$ cat src/rtl/program_sequencer.sv
// program_sequencer: instruction-supply stage for the 16-bit CPU.
// Holds a loadable program memory, feeds instruction/immediate words on din,
// drives run, advances pc on CPU done and on its own mvi decode, stops on a
// halt word and flags a CPU that never completes an instruction.
module program_sequencer #(
    parameter int ADDR_W = 5,
    parameter int DATA_W = 16,
    parameter int WDOG   = 3
) (
    input  logic              clk,
    input  logic              clr,
    input  logic              start,
    input  logic              load_en,
    input  logic [ADDR_W-1:0] load_addr,
    input  logic [DATA_W-1:0] load_data,
    input  logic              done,
    output logic [DATA_W-1:0] din,
    output logic              run,
    output logic [ADDR_W-1:0] pc,
    output logic              busy,
    output logic              halted,
    output logic              fault,
    output logic [15:0]       instr_count
);

    localparam int DEPTH = 1 << ADDR_W;
    localparam int WD_W  = (WDOG < 2) ? 1 : $clog2(WDOG + 1);

    localparam logic [2:0] OP_MVI  = 3'b001;
    localparam logic [2:0] OP_HALT = 3'b111;

    typedef enum logic [1:0] {
        S_IDLE  = 2'd0,
        S_ISSUE = 2'd1,
        S_EXEC  = 2'd2,
        S_HALT  = 2'd3
    } state_t;

    state_t            state_q, state_d;
    logic [ADDR_W-1:0] pc_q, pc_d;
    logic [15:0]       cnt_q, cnt_d;
    logic              fault_q, fault_d;
    logic [WD_W-1:0]   wd_q, wd_d;

    logic [DATA_W-1:0] mem [DEPTH];
    logic [DATA_W-1:0] cur_word;
    logic [2:0]        opcode;
    logic              ctrl_idle;

    // Retired-instruction counter sticks at all-ones instead of wrapping.
    function automatic logic [15:0] sat_inc16(input logic [15:0] v);
        return (v == 16'hFFFF) ? v : v + 16'd1;
    endfunction

    assign cur_word  = mem[pc_q];
    assign opcode    = cur_word[8:6];
    assign ctrl_idle = (state_q == S_IDLE) || (state_q == S_HALT);

    // Program memory: writable only while the sequencer is not executing; never cleared.
    always_ff @(posedge clk) begin
        if (load_en && ctrl_idle) begin
            mem[load_addr] <= load_data;
        end
    end

    // Control state register with synchronous clear.
    always_ff @(posedge clk) begin
        if (clr) begin
            state_q <= S_IDLE;
            pc_q    <= '0;
            cnt_q   <= '0;
            fault_q <= 1'b0;
            wd_q    <= '0;
        end else begin
            state_q <= state_d;
            pc_q    <= pc_d;
            cnt_q   <= cnt_d;
            fault_q <= fault_d;
            wd_q    <= wd_d;
        end
    end

    // Next-state and output decode; run/din in ISSUE follow mem[pc] directly.
    always_comb begin
        state_d = state_q;
        pc_d    = pc_q;
        cnt_d   = cnt_q;
        fault_d = fault_q;
        wd_d    = wd_q;
        din     = '0;
        run     = 1'b0;
        busy    = 1'b0;
        halted  = 1'b0;

        case (state_q)
            S_IDLE, S_HALT: begin
                halted = (state_q == S_HALT);
                if (start) begin
                    state_d = S_ISSUE;
                    pc_d    = '0;
                    cnt_d   = '0;
                    fault_d = 1'b0;
                end
            end
            S_ISSUE: begin
                busy = 1'b1;
                din  = cur_word;
                if (opcode == OP_HALT) begin
                    state_d = S_HALT;
                end else begin
                    run     = 1'b1;
                    state_d = S_EXEC;
                    wd_d    = WD_W'(1);
                    // mvi: step pc onto the immediate so it is on din during EXEC
                    if (opcode == OP_MVI) begin
                        pc_d = pc_q + ADDR_W'(1);
                    end
                end
            end
            S_EXEC: begin
                busy = 1'b1;
                run  = 1'b1;
                din  = cur_word;
                if (done) begin
                    pc_d    = pc_q + ADDR_W'(1);
                    cnt_d   = sat_inc16(cnt_q);
                    state_d = S_ISSUE;
                end else if (wd_q == WD_W'(WDOG)) begin
                    state_d = S_HALT;
                    fault_d = 1'b1;
                end else begin
                    wd_d = wd_q + WD_W'(1);
                end
            end
            default: begin
                state_d = S_IDLE;
            end
        endcase
    end

    assign pc          = pc_q;
    assign fault       = fault_q;
    assign instr_count = cnt_q;

endmodule
$ cat config.mk
export PLATFORM = sky130hd
export DESIGN_NAME = program_sequencer
export DESIGN_NICKNAME = d
export VERILOG_FILES = /design/src/rtl/program_sequencer.sv
export SDC_FILE = /design/constraint.sdc
export NUM_CORES = 1
export LEC_CHECK = 0
export BUFFER_PORTS_ARGS = -buffer_cell sky130_fd_sc_hd__buf_2
export CAP_MARGIN = 20
export CORE_MARGIN = 5
export CORE_UTILIZATION = 50
export DETAILED_ROUTE_END_ITERATION = 8
export PLACE_DENSITY = 0.7
export SYNTH_ARGS = -nofsm -noshare
export SYNTH_HDL_FRONTEND = slang
export SYNTH_SLANG_ARGS = --single-unit
$ cat constraint.sdc
create_clock -name clk -period 2.8 [get_ports clk]
set_input_delay 0.14 -clock clk [delete_from_list [all_inputs] [get_ports clk]]
set_output_delay 0.14 -clock clk [all_outputs]
set_load 0.05 [all_outputs]
# Word-level counts from Yosys, hierarchy flattened
# Memory sizes are Yosys's and may differ from the RTL's. A register that Yosys moved wholly into a read port is not among the register bits.
# Cells that the tools add are included.
word_totals:
  ff_bits: 26
  latchBits: 0
  mem_bits_rw: 512
  romBits: 0
  inputBits: 26
  out_inout_bits: 41
  word_cells: 68
  n_memories: 1
op_classes:
  addsub: 3
  multipliers: 0
  div: 0
  order_cmp: 0
  n_eq_ne: 16
  n_shift: 0
  muxes: 31
  n_bitwise: 0
  reduce_logical: 12
mem_list:
  columns: ["name", "depth", "word_bits", "rd", "rd_ports_with_merged_regs", "write_ports", "line_no", "text"]
  rows:
  - ["mem", 32, 16, 1, 1, 1, "45", "logic [DATA_W-1:0] mem [DEPTH];"]
ops:
  columns: ["cell", "count"]
  rows:
  - ["$mux 16", 4]
  - ["$pmux 16 s2", 1]
  - ["$mux 5", 6]
  - ["$add 16x1->16 const B", 1]
  - ["$eq 16x16->1 const B", 1]
  - ["$ne 2x2->1 const B", 8]
  - ["$reduce_and 4->1", 4]
  - ["$pmux 5 s3", 1]
  - ["$mux 2", 6]
  - ["$mux 1", 9]
  - ["$eq 2x2->1 const B", 3]
  - ["$pmux 2 s3", 1]
  - ["$add 5x1->5 const B", 1]
  - ["$pmux 1 s2", 2]
  - ["$pmux 2 s2", 1]
  - ["$reduce_bool 2->1", 2]
  - ["$reduce_or 2->1", 2]
  - ["$eq 3x1->1 const B", 1]
  - ["$eq 3x3->1 const B", 1]
  - ["$ne 3x3->1 const B", 1]
  - ["$add 2x1->2 const B", 1]
  - ["$eq 2x1->1 const B", 1]
  - ["$logic_not 2->1", 1]
  - ["$reduce_and 2->1", 1]
  - ["2 further kinds", 2]

# Logic depth before layout (Yosys ltp)
# Gate-level depths: netlist of run 1.
logic_depth:
  depth_word: 6
  ltp_mapped: 9
  ltp_nobuf: 8

# Least setup slack after synthesis of run 1
# Ideal clock, no wire load.
synth_path:
  kind: "register -> output"
  start: "register with a tool-made name"
  end: "output port din[10]"
  arrival_time_ps: 3045
  required_ps: 2660
  slack_ps: -385
  path_stages_with_launch: 9
  path_buffers: 4
  path_cell_list: "dfxtp_1 clkbuf_1 clkbuf_1 buf_2 buf_1 mux4_2 mux4_2 mux2i_1 nor2_1"
synth_lines:
  columns: ["element", "line_no", "text"]
  rows:
  - ["to (decl)", "17", "output logic [DATA_W-1:0] din,"]

==> run summary, run 1 <==
Longest Clk Path Bufs = 3
Sink Count = 543
Total power = 20.0 mW
Failing checks = setup timing
Chip height = 216 um
RSZ-0062 raised after global routing = yes
Slew headroom = 59.6%
Row Count = 75
Die width = 216 um
Critical Path RT = 2.66 ns
First-pass GRT wire length = 70.5 mm
Pwr Density = 781 nW/um2
Library cells used by synthesis = 49
Post-synth EDFFs = 512
1st-iter DRT viols = 1124
Starting Density = 50.5%
CTS Buf Count = 54
Root Buffer = clkbuf_16
Routability cong. = 0.859
CP arrival = 2.97 ns
Fillers = 2845
Register area share after synthesis = 75.7%
Final Hold Viols = 0
Max Freq = 322 MHz
# Max-Cap Violations = 0
Drt drc = 0
Tcrit/Tclk final = 111%
Post-synthesis cell area = 21100 um2
Initial antenna violation count = 6
Slew Viols, Final = 0
Via count of the first global-routing pass = 10802
Synth Net Count = 1011
Detailed placement HPWL = 27.9 mm
Largest net degree at the start of global routing = 33
Global Route met1 Usage = 29.3%
Via count = 10648
CTS clk-pin slew, worst paths = 0.06 ns
Maximum VDD drop = 0.722 mV
Final Skew = 0.0394 ns
Synth area leader = edfxtp_1
Least-Margin Pin Slew = 0.606 ns
Cell with the most instances after synthesis = edfxtp_1
Met3 Use GR = 3.63%
Status = finished, violations left
Post-Synthesis Cells = 979
Layer carrying the most global-route usage = met2
CP endpoint kind = output port
Top FF cell, synth = edfxtp_1
Setup TNS = -5.42 ns
Grt total ovfl = 0
Area contributors post-synth = edfxtp_1, mux4_2, dfxtp_1, nor2_1, mux2i_1
GRT Overall Usage = 20.4%
# IOs = 67
Final setup viols = 27
1st-pass router iterations = 5
Worst Hold Class = input pin to flop
Startpoint Class = flop
Flops & latches, synth = 543
Share of Yosys cell area claimed by the top area cell type = 72.7%
Min cycle time layout = 3.11 ns
Asr flop ratio synth = 0%
Core Box Area = 41900 um2
Antenna-violating nets left = 0
Final worst slack = -0.307 ns
Yosys warning total = 0
CTS tree = done
Cell leakage power = 8.13 nW
P&R area growth vs syn = 21.2%
Final wirelength = 48.4 mm
Met2 usage = 33.2%
Port bufs = 66
Die area = 46500 um2
Via density = 6.00
Ratio of cells with drive above 1 in the final layout = 40.7%
Final #Nets = 1224
Top cells by count, synth = edfxtp_1, mux4_2, nor2_1, dfxtp_1, clkbuf_1
# H-tree levels = 2
Maximum fanout along the worst path = 7
Syn avg cell area = 21.6 um2
Wirelength per Cell = 27.3 um
WS Path Type = flop to output port
Clk_lat worst skew = 0.62 ns
[flip-flops by register name, summed over array words and instances (netlist names), named ones only]
| register | cells |
|---|---|
| pc | 5 |
| mem | 512 |
| instr_count | 16 |
| state_q | 2 |
| fault | 1 |
| wd_q | 2 |
[area by class of cell]
| cell class | instances | area (um2) | share of cell area, % |
|---|---|---|---|
| Tap cell | 539 | 674 | 2.63 |
| Sequential cell | 543 | 16000 | 62.5 |
| Inverter | 10 | 37.5 | 0.147 |
| Multi-Input combinational cell | 380 | 5180 | 20.2 |
| Timing Repair Buffer | 203 | 2040 | 7.96 |
| Antenna cell | 2 | 5.00 | 0.0195 |
| Clock buffer | 69 | 1430 | 5.58 |
| Clock inverter | 28 | 235 | 0.919 |
[critical path, stage by stage, from the launching register on]
cell and delay, ns:
dfxtp_4 0.43, buf_12 0.14, mux4_2 0.49, mux4_2 0.55
mux2i_4 0.21, nor2_2 0.07, a21o_1 0.16, a21oi_2 0.14
buf_6 0.17
[power breakdown]
part	internal [mW]	total (mW)	leakage (nW)	switching [mW]
clock	3.88	6.86	0.806	2.98
combinational	2.07	4.07	2.46	2.01
sequential	8.99	9.06	4.86	0.0657
[layout by cell type (no fill, tap or decap), types with 7 or more instances in the layout]
cell type / netlist / final
inv_1: 10 / 10
edfxtp_1: 512 / 512
buf_6: 0 / 25
nor2_1: 73 / 35
nand2_1: 14 / 14
buf_2: 4 / 49
nand3_1: 7 / 7
mux2i_1: 18 / 7
clkbuf_1: 28 / 14
xnor2_1: 8 / 8
buf_4: 1 / 92
clkinv_2: 0 / 7
clkbuf_16: 0 / 58
nor2_2: 0 / 37
mux4_2: 158 / 158
dfxtp_1: 31 / 27
a21oi_1: 14 / 10
clkinv_1: 0 / 12
buf_12: 0 / 19
buf_16: 0 / 12
[per-layer routing]
metal | share of wire, % | wire (um)
met1 | 41 | 19600
met2 | 51 | 24500
met3 | 6.8 | 3290
met4 | 2.0 | 945
met5 | 0.027 | 13
[final timing paths]
path                                          from              endpoint  depth (start not counted)  slack [ns]
worst max register to register                flop                  flop                          7       -0.28
worst min-delay path                  load_data[9]  mem[27][9]$_DFFE_PP_                          1        0.04
worst min register to register  fault$_SDFFE_PP0P_    fault$_SDFFE_PP0P_                          2        0.46
worst max-delay path                          flop                   run                          8       -0.31
[kinds of logic after synthesis]
family                   synth area share (%)
adder cells (fa/ha/maj)                 0.355
XOR/XNOR                                0.497
buffers and inverters                    1.04
multiplexers                             18.0
AND/OR/NAND/NOR                          3.18
flip-flops                               75.7
AO/OA/AOI/OAI                            1.29
[metrics by stage]
| stage | cells | worst slack [ns] | area, um2 | util [%] | hold slack (ns) |
|---|---|---|---|---|---|
| finish | 1774 | -0.307 | 25600 | 61.2 | 0.0449 |
| global route | 1772 | -0.412 | 25600 | 61.2 | 0.0508 |
| CTS | 1764 | -0.325 | 25400 | 60.8 | 0.0171 |
| detailed placement | 1634 | -0.217 | 22900 | 54.8 | 0.454 |
| global placement | 1634 | -0.179 | 22900 | 54.8 | 0.446 |
| floorplan | 979 | -0.0692 | 21200 | - | 0.239 |
[timing repair]
action,CTS,global route
hold buffers,2,0
setup endpoints to repair,27,27
gates cloned,8,3
pin swaps,7,3
resized for setup,93,10
hold endpoints to repair,11,0
buffers inserted,24,7
Note: power is estimated with default switching activity, not from simulation.
==> inputs of run 2 (changes only) <==
--- a/config.mk
+++ b/config.mk
@@ -10,7 +10,8 @@
 export CORE_MARGIN = 5
 export CORE_UTILIZATION = 50
 export DETAILED_ROUTE_END_ITERATION = 8
-export PLACE_DENSITY = 0.7
+export GPL_TIMING_DRIVEN = 0
+export PLACE_DENSITY = 0.67
 export SYNTH_ARGS = -nofsm -noshare
 export SYNTH_HDL_FRONTEND = slang
 export SYNTH_SLANG_ARGS = --single-unit
==> constraint.sdc (replaced) <==
create_clock -name clk -period 3.1 [get_ports clk]
set_input_delay 0.155 -clock clk [delete_from_list [all_inputs] [get_ports clk]]
set_output_delay 0.155 -clock clk [all_outputs]
set_load 0.05 [all_outputs]
==> run summary, run 2 (same netlist as run 1, synthesis figures left out) <==
Status = finished, violations left
Failing checks = setup timing
Max Freq = 310 MHz
Total power = 18.1 mW
Antenna-violating nets left = 0
Layer carrying the most global-route usage = met2
Post-DP Area = 22800 um2
Global Route met1 Usage = 29.9%
Fin area = 25700 um2
Longest Clk Path Bufs = 3
Die width = 216 um
Wirelength per Cell = 28.2 um
Top delay family on crit path = multiplexers
Final worst slack = -0.121 ns
Least-Margin Pin Slew = 0.975 ns
Routability cong. = 0.853
WS Path Type = flop to output port
P&R area growth vs syn = 21.8%
Maximum fanout along the worst path = 8
GRT Overall Usage = 21.3%
Top reg by flops = mem
Min cycle time layout = 3.22 ns
Final wirelength = 49.5 mm
Tcrit/Tclk final = 104%
Worst Hold Class = input pin to flop
Sink Count = 543
Final Hold Viols = 0
CTS tree = done
Critical Path RT = 2.94 ns
Die area = 46500 um2
Crit path top cell by count = buf_4
Crit path buffers/inverters = 4
Drt drc = 0
Commonest non-fill, non-tap cells in the layout = edfxtp_1, mux4_2, clkbuf_16, buf_2
CTS Buf Count = 54
Via count of the first global-routing pass = 10965
CTS clk-pin slew, worst paths = 0.06 ns
# IOs = 67
Crit-path cells = buf_12 > buf_4 > buf_4 > mux4_2 > mux2_4 > o22ai_4 > nor2_2 > a21o_1 > a21oi_2 > buf_6
Slew Viols, Final = 0
Met3 Use GR = 4.40%
Maximum VDD drop = 0.520 mV
CP max-delay cell = mux4_2
Core Box Area = 41900 um2
Max reg flops = 512
RSZ-0062 raised after global routing = yes
1st-pass router iterations = 5
Setup TNS = -0.988 ns
CP arrival = 3.07 ns
CP endpoint kind = output port
Ratio of cells with drive above 1 in the final layout = 38.9%
Cell leakage power = 8.10 nW
First-pass GRT wire length = 72.7 mm
Chip height = 216 um
Row Count = 75
# Max-Cap Violations = 0
1st-iter DRT viols = 1256
Fin util = 61.5%
Clk_lat worst skew = 0.61 ns
Final setup viols = 16
Pwr Density = 703 nW/um2
Final #Nets = 1209
# H-tree levels = 2
Slew headroom = 34.1%
Starting Density = 50.5%
Startpoint Class = flop
Commonest non-fill, non-tap cell in the layout = edfxtp_1
Port bufs = 66
Final Skew = 0.0236 ns
Initial antenna violation count = 0
Crit path largest cell delay = 0.50 ns
Via density = 6.08
Detailed placement HPWL = 31.6 mm
Largest net degree at the start of global routing = 33
Via count = 10682
Met2 usage = 34.5%
Root Buffer = clkbuf_16
Grt total ovfl = 0
run 2: path summary, 6_finish.rpt:
kind / start / endpoint / slack, ns / cells past startpoint
worst min register to register: wd_q[1]$_SDFFE_PP0P_ / wd_q[1]$_SDFFE_PP0P_ / 0.47 / 2
worst max register to register: flop / flop / -0.09 / 8
worst min-delay path: load_data[15] / mem[26][15]$_DFFE_PP_ / 0.02 / 1
worst max-delay path: flop / run / -0.12 / 10
run 2: where the power goes:
group	total, mW	switching [mW]	internal, mW
logic	3.75	1.91	1.84
registers	8.17	0.0460	8.12
clock network	6.19	2.62	3.57
run 2: metal layers:
metal	routed length, um	part of all wire (%)
met2	24200	49
met1	19700	40
met5	0	0
met4	1220	2.5
met3	4310	8.7
run 2: timing repair:
| item | in CTS | in global routing |
|---|---|---|
| gates cloned | 8 | 3 |
| setup buffers | 27 | 8 |
| endpoints found under the hold margin | 3 | 0 |
| hold buffers | 2 | 0 |
| endpoints found under the setup margin | 164 | 78 |
| pin swaps | 9 | 14 |
| resized for setup | 194 | 32 |
run 2: layout make-up:
type	instances	area (um2)
antenna	1	2.50
buffer	45	622
multi-input combinational	380	5160
clock buffer	67	1420
clock inverter	28	249
timing repair buffer	143	1570
fill	2833	16100
inverter	10	37.5
sequential	543	16000
tap	539	674
run 2: stage by stage:
stage	hold slack, ns	std cells	setup slack [ns]
after floorplan	0.254	979	0.0362
after global placement	0.446	1584	-1.17
after CTS	0.00148	1747	-0.0984
after global routing	0.0309	1755	-0.177
after detailed placement	0.456	1617	-1.03
final	0.0182	1756	-0.121
==> inputs of run 3 (changes only) <==
--- a/config.mk
+++ b/config.mk
@@ -5,13 +5,16 @@
 export SDC_FILE = /design/constraint.sdc
 export NUM_CORES = 1
 export LEC_CHECK = 0
+export ABC_AREA = 1
 export BUFFER_PORTS_ARGS = -buffer_cell sky130_fd_sc_hd__buf_2
 export CAP_MARGIN = 20
+export CELL_PAD_IN_SITES_DETAIL_PLACEMENT = 0
+export CELL_PAD_IN_SITES_GLOBAL_PLACEMENT = 2
 export CORE_MARGIN = 5
-export CORE_UTILIZATION = 50
+export CORE_UTILIZATION = 43
 export DETAILED_ROUTE_END_ITERATION = 8
 export GPL_TIMING_DRIVEN = 0
-export PLACE_DENSITY = 0.67
+export PLACE_DENSITY = 0.79
 export SYNTH_ARGS = -nofsm -noshare
 export SYNTH_HDL_FRONTEND = slang
 export SYNTH_SLANG_ARGS = --single-unit
==> run summary, run 3 <==
Hold depth = 1
Min cycle time layout = 3.05 ns
DR WL met2 = 31.4 mm
Syn avg cell area = 12.4 um2
CP endpoint kind = output port
Via count = 14854
Maximum VDD drop = 0.846 mV
1st-pass router iterations = 6
Yosys warning total = 0
DR WL met3 = 4.18 mm
R2R Setup Slk = 0.22 ns
Post-synthesis cell area = 21700 um2
Ratio of cells with drive above 1 in the final layout = 17.5%
Commonest non-fill, non-tap cell in the layout = edfxtp_1
Synth area leader = edfxtp_1
Final wirelength = 65.7 mm
Fin area = 25900 um2
Final #Nets = 1940
Area of the multi-input gates = 5320 um2
Cell with the most instances after synthesis = edfxtp_1
Top cells by count, synth = edfxtp_1, nor2_1, o21ai_0, nand2_1, nand3_1
Pwr Density = 813 nW/um2
Flops & latches, synth = 543
Clock power share = 31.6%
Root Buffer = clkbuf_16
Crit Reg-Reg Endpoint = mem[24][8]$_DFFE_PP_
Worst Hold Launch = load_data[10]
Top sig layer = met4
First-pass GRT wire length = 96.8 mm
Reg power frac = 39.2%
CP max-delay cell = dfxtp_4
Fin util = 51.6%
Critical Path RT = 2.94 ns
Slew Viols, Final = 0
P&R area growth vs syn = 18.9%
Starting Density = 43.4%
Post-Synthesis Cells = 1749
Register area share after synthesis = 73.6%
FF/Latch Area = 16000 um2
Port bufs = 66
Clk_lat worst skew = 0.61 ns
Top delay family on crit path = buffers and inverters
Cell leakage power = 8.73 nW
Max reg flops = 512
# H-tree levels = 2
Routability cong. = 0.810
Crit-path cells = inv_2 > buf_8 > buf_4 > buf_2 > nor2_1 > o221ai_1 > o211ai_1 > a21oi_2 > buf_6
Slew headroom = 34.5%
Final Hold Viols = 0
Crit path largest cell delay = 0.38 ns
Share of Yosys cell area claimed by the top area cell type = 70.7%
Die area = 55200 um2
Via density = 5.65
Post-synth EDFFs = 512
Least-Margin Pin Slew = 0.983 ns
Detailed placement HPWL = 42.9 mm
Row Count = 82
GRT Overall Usage = 23.3%
Maximum fanout along the worst path = 19
Die width = 235 um
Tcrit/Tclk final = 98.5%
Met1 WL = 28.4 mm
Sink of the worst hold path = mem[3][10]$_DFFE_PP_
Grt total ovfl = 0
Worst reg2reg path startpoint = state_q[0]$_SDFFE_PP0P_
Longest Clk Path Bufs = 3
Sink Count = 543
Top reg by flops = mem
Status = complete, no violations
Comb pwr share = 29.2%
Largest net degree at the start of global routing = 33
FF-to-FF path depth = 8
Wirelength per Cell = 25.0 um
Library cells used by synthesis = 29
Pint = 13.7 mW
Initial antenna violation count = 0
Antenna-violating nets left = 0
Final setup viols = 0
1st-iter DRT viols = 1390
# IOs = 67
Ant. Diodes = 0
Core Box Area = 50100 um2
Fillers = 4440
Asr flop ratio synth = 0%
WS Path Type = flop to output port
Drt drc = 0
Synth Net Count = 1781
Chip height = 235 um
CTS tree = done
CP arrival = 2.90 ns
Area contributors post-synth = edfxtp_1, o21ai_0, nor2_1, nand3_1, nand2_1
Setup TNS = 0 ns
Post-DP Area = 23500 um2
Startpoint Class = flop
Max Freq = 327 MHz
Total power = 21.0 mW
CTS clk-pin slew, worst paths = 0.06 ns
Sw Ratio = 34.8%
Top FF cell, synth = edfxtp_1
Psw = 7.31 mW
Worst Hold Class = input pin to flop
Crit path buffers/inverters = 5
Final Skew = 0.0135 ns
CTS Buf Count = 57
# Max-Cap Violations = 0
Commonest non-fill, non-tap cells in the layout = edfxtp_1, nor2_1, o21ai_0, nand2_1, nand3_1
Via count of the first global-routing pass = 14367
run 3: cell count changes in the layout (fill, tap and decap cells not counted), moves of 68 or more:
cell,before,now
nand3_1,7,144
nand2_1,14,185
o21ai_0,4,237
o221ai_1,0,68
nor2_1,33,272
mux4_2,158,0
run 3: repair_timing:
action | CTS | global route
endpoints found under the setup margin | 14 | 14
hold buffers | 3 | 0
buffers inserted | 0 | 1
resized for setup | 138 | 45
pin swaps | 1 | 5
hold endpoints to repair | 7 | 0
run 3: area by class of cell:
cell class | count | share of cell area (%)
inverters | 38 | 0.557
clock buffers | 64 | 5.62
clock inverters | 42 | 1.38
plain buffers | 109 | 3.02
flip-flops and latches | 543 | 61.9
multi-input cells | 1057 | 20.6
well taps | 672 | 3.25
repair buffers | 102 | 3.70
run 3: kinds of logic after synthesis:
| kind of cell | count (synthesis) | synth area share (%) |
|---|---|---|
| xor gates and xnor gates | 3 | 0.121 |
| DFF | 543 | 73.6 |
| buffers and inverters | 149 | 3.03 |
| adders and majority gates | 6 | 0.345 |
| and+or+nand+nor | 654 | 12.3 |
| AOI/OAI and AO/OA | 394 | 10.6 |
run 3: through the flow:
step	hold WS, ns	std cells	worst slack, ns
finish	0.0794	2627	0.0464
detailed placement	0.448	2519	-0.366
floorplan	0.224	1749	0.552
global route	0.0944	2627	-0.0184
CTS	0.0589	2626	-0.000489
global placement	0.436	2487	-0.489
run 3: worst max-delay path by stage:
stage               depth (start not counted)  slack (ns)                    start                   end
detailed placement                         11       -0.37                     flop               din[11]
global route                               11       -0.02                     flop               din[15]
finish                                      9        0.05                     flop                din[5]
global placement                            7       -0.49  state_q[0]$_SDFFE_PP0P_  mem[0][10]$_DFFE_PP_
CTS                                        10     -0.0005                     flop                din[9]
floorplan                                   6        0.55  state_q[0]$_SDFFE_PP0P_               din[11]
run 3: worst register-to-register path: stages, from the launching register on:
cell	delay, ns
dfxtp_1	0.38
inv_1	0.06
ha_1	0.29
buf_2	0.21
nand2_1	0.09
inv_1	0.13
nand3_1	0.45
nor2_2	0.73
buf_8	0.24
run 3: layer usage:
layer / track usage, % / vias up
met5: 0 / -
met4: 5.84 / 0
met3: 3.01 / 92
met2: 38.6 / 541
met1: 33.0 / 7427
li1: - / 6794
run 3: power groups by stage:
stage	Combinational (mW)	Clock (mW)	Sequential, mW
after detailed placement	5.62	0	8.36
after global placement	5.55	0	8.36
after floorplan	3.34	0	8.42
after global routing	6.60	7.08	8.25
after CTS	6.01	6.75	8.24
final	6.13	6.64	8.24
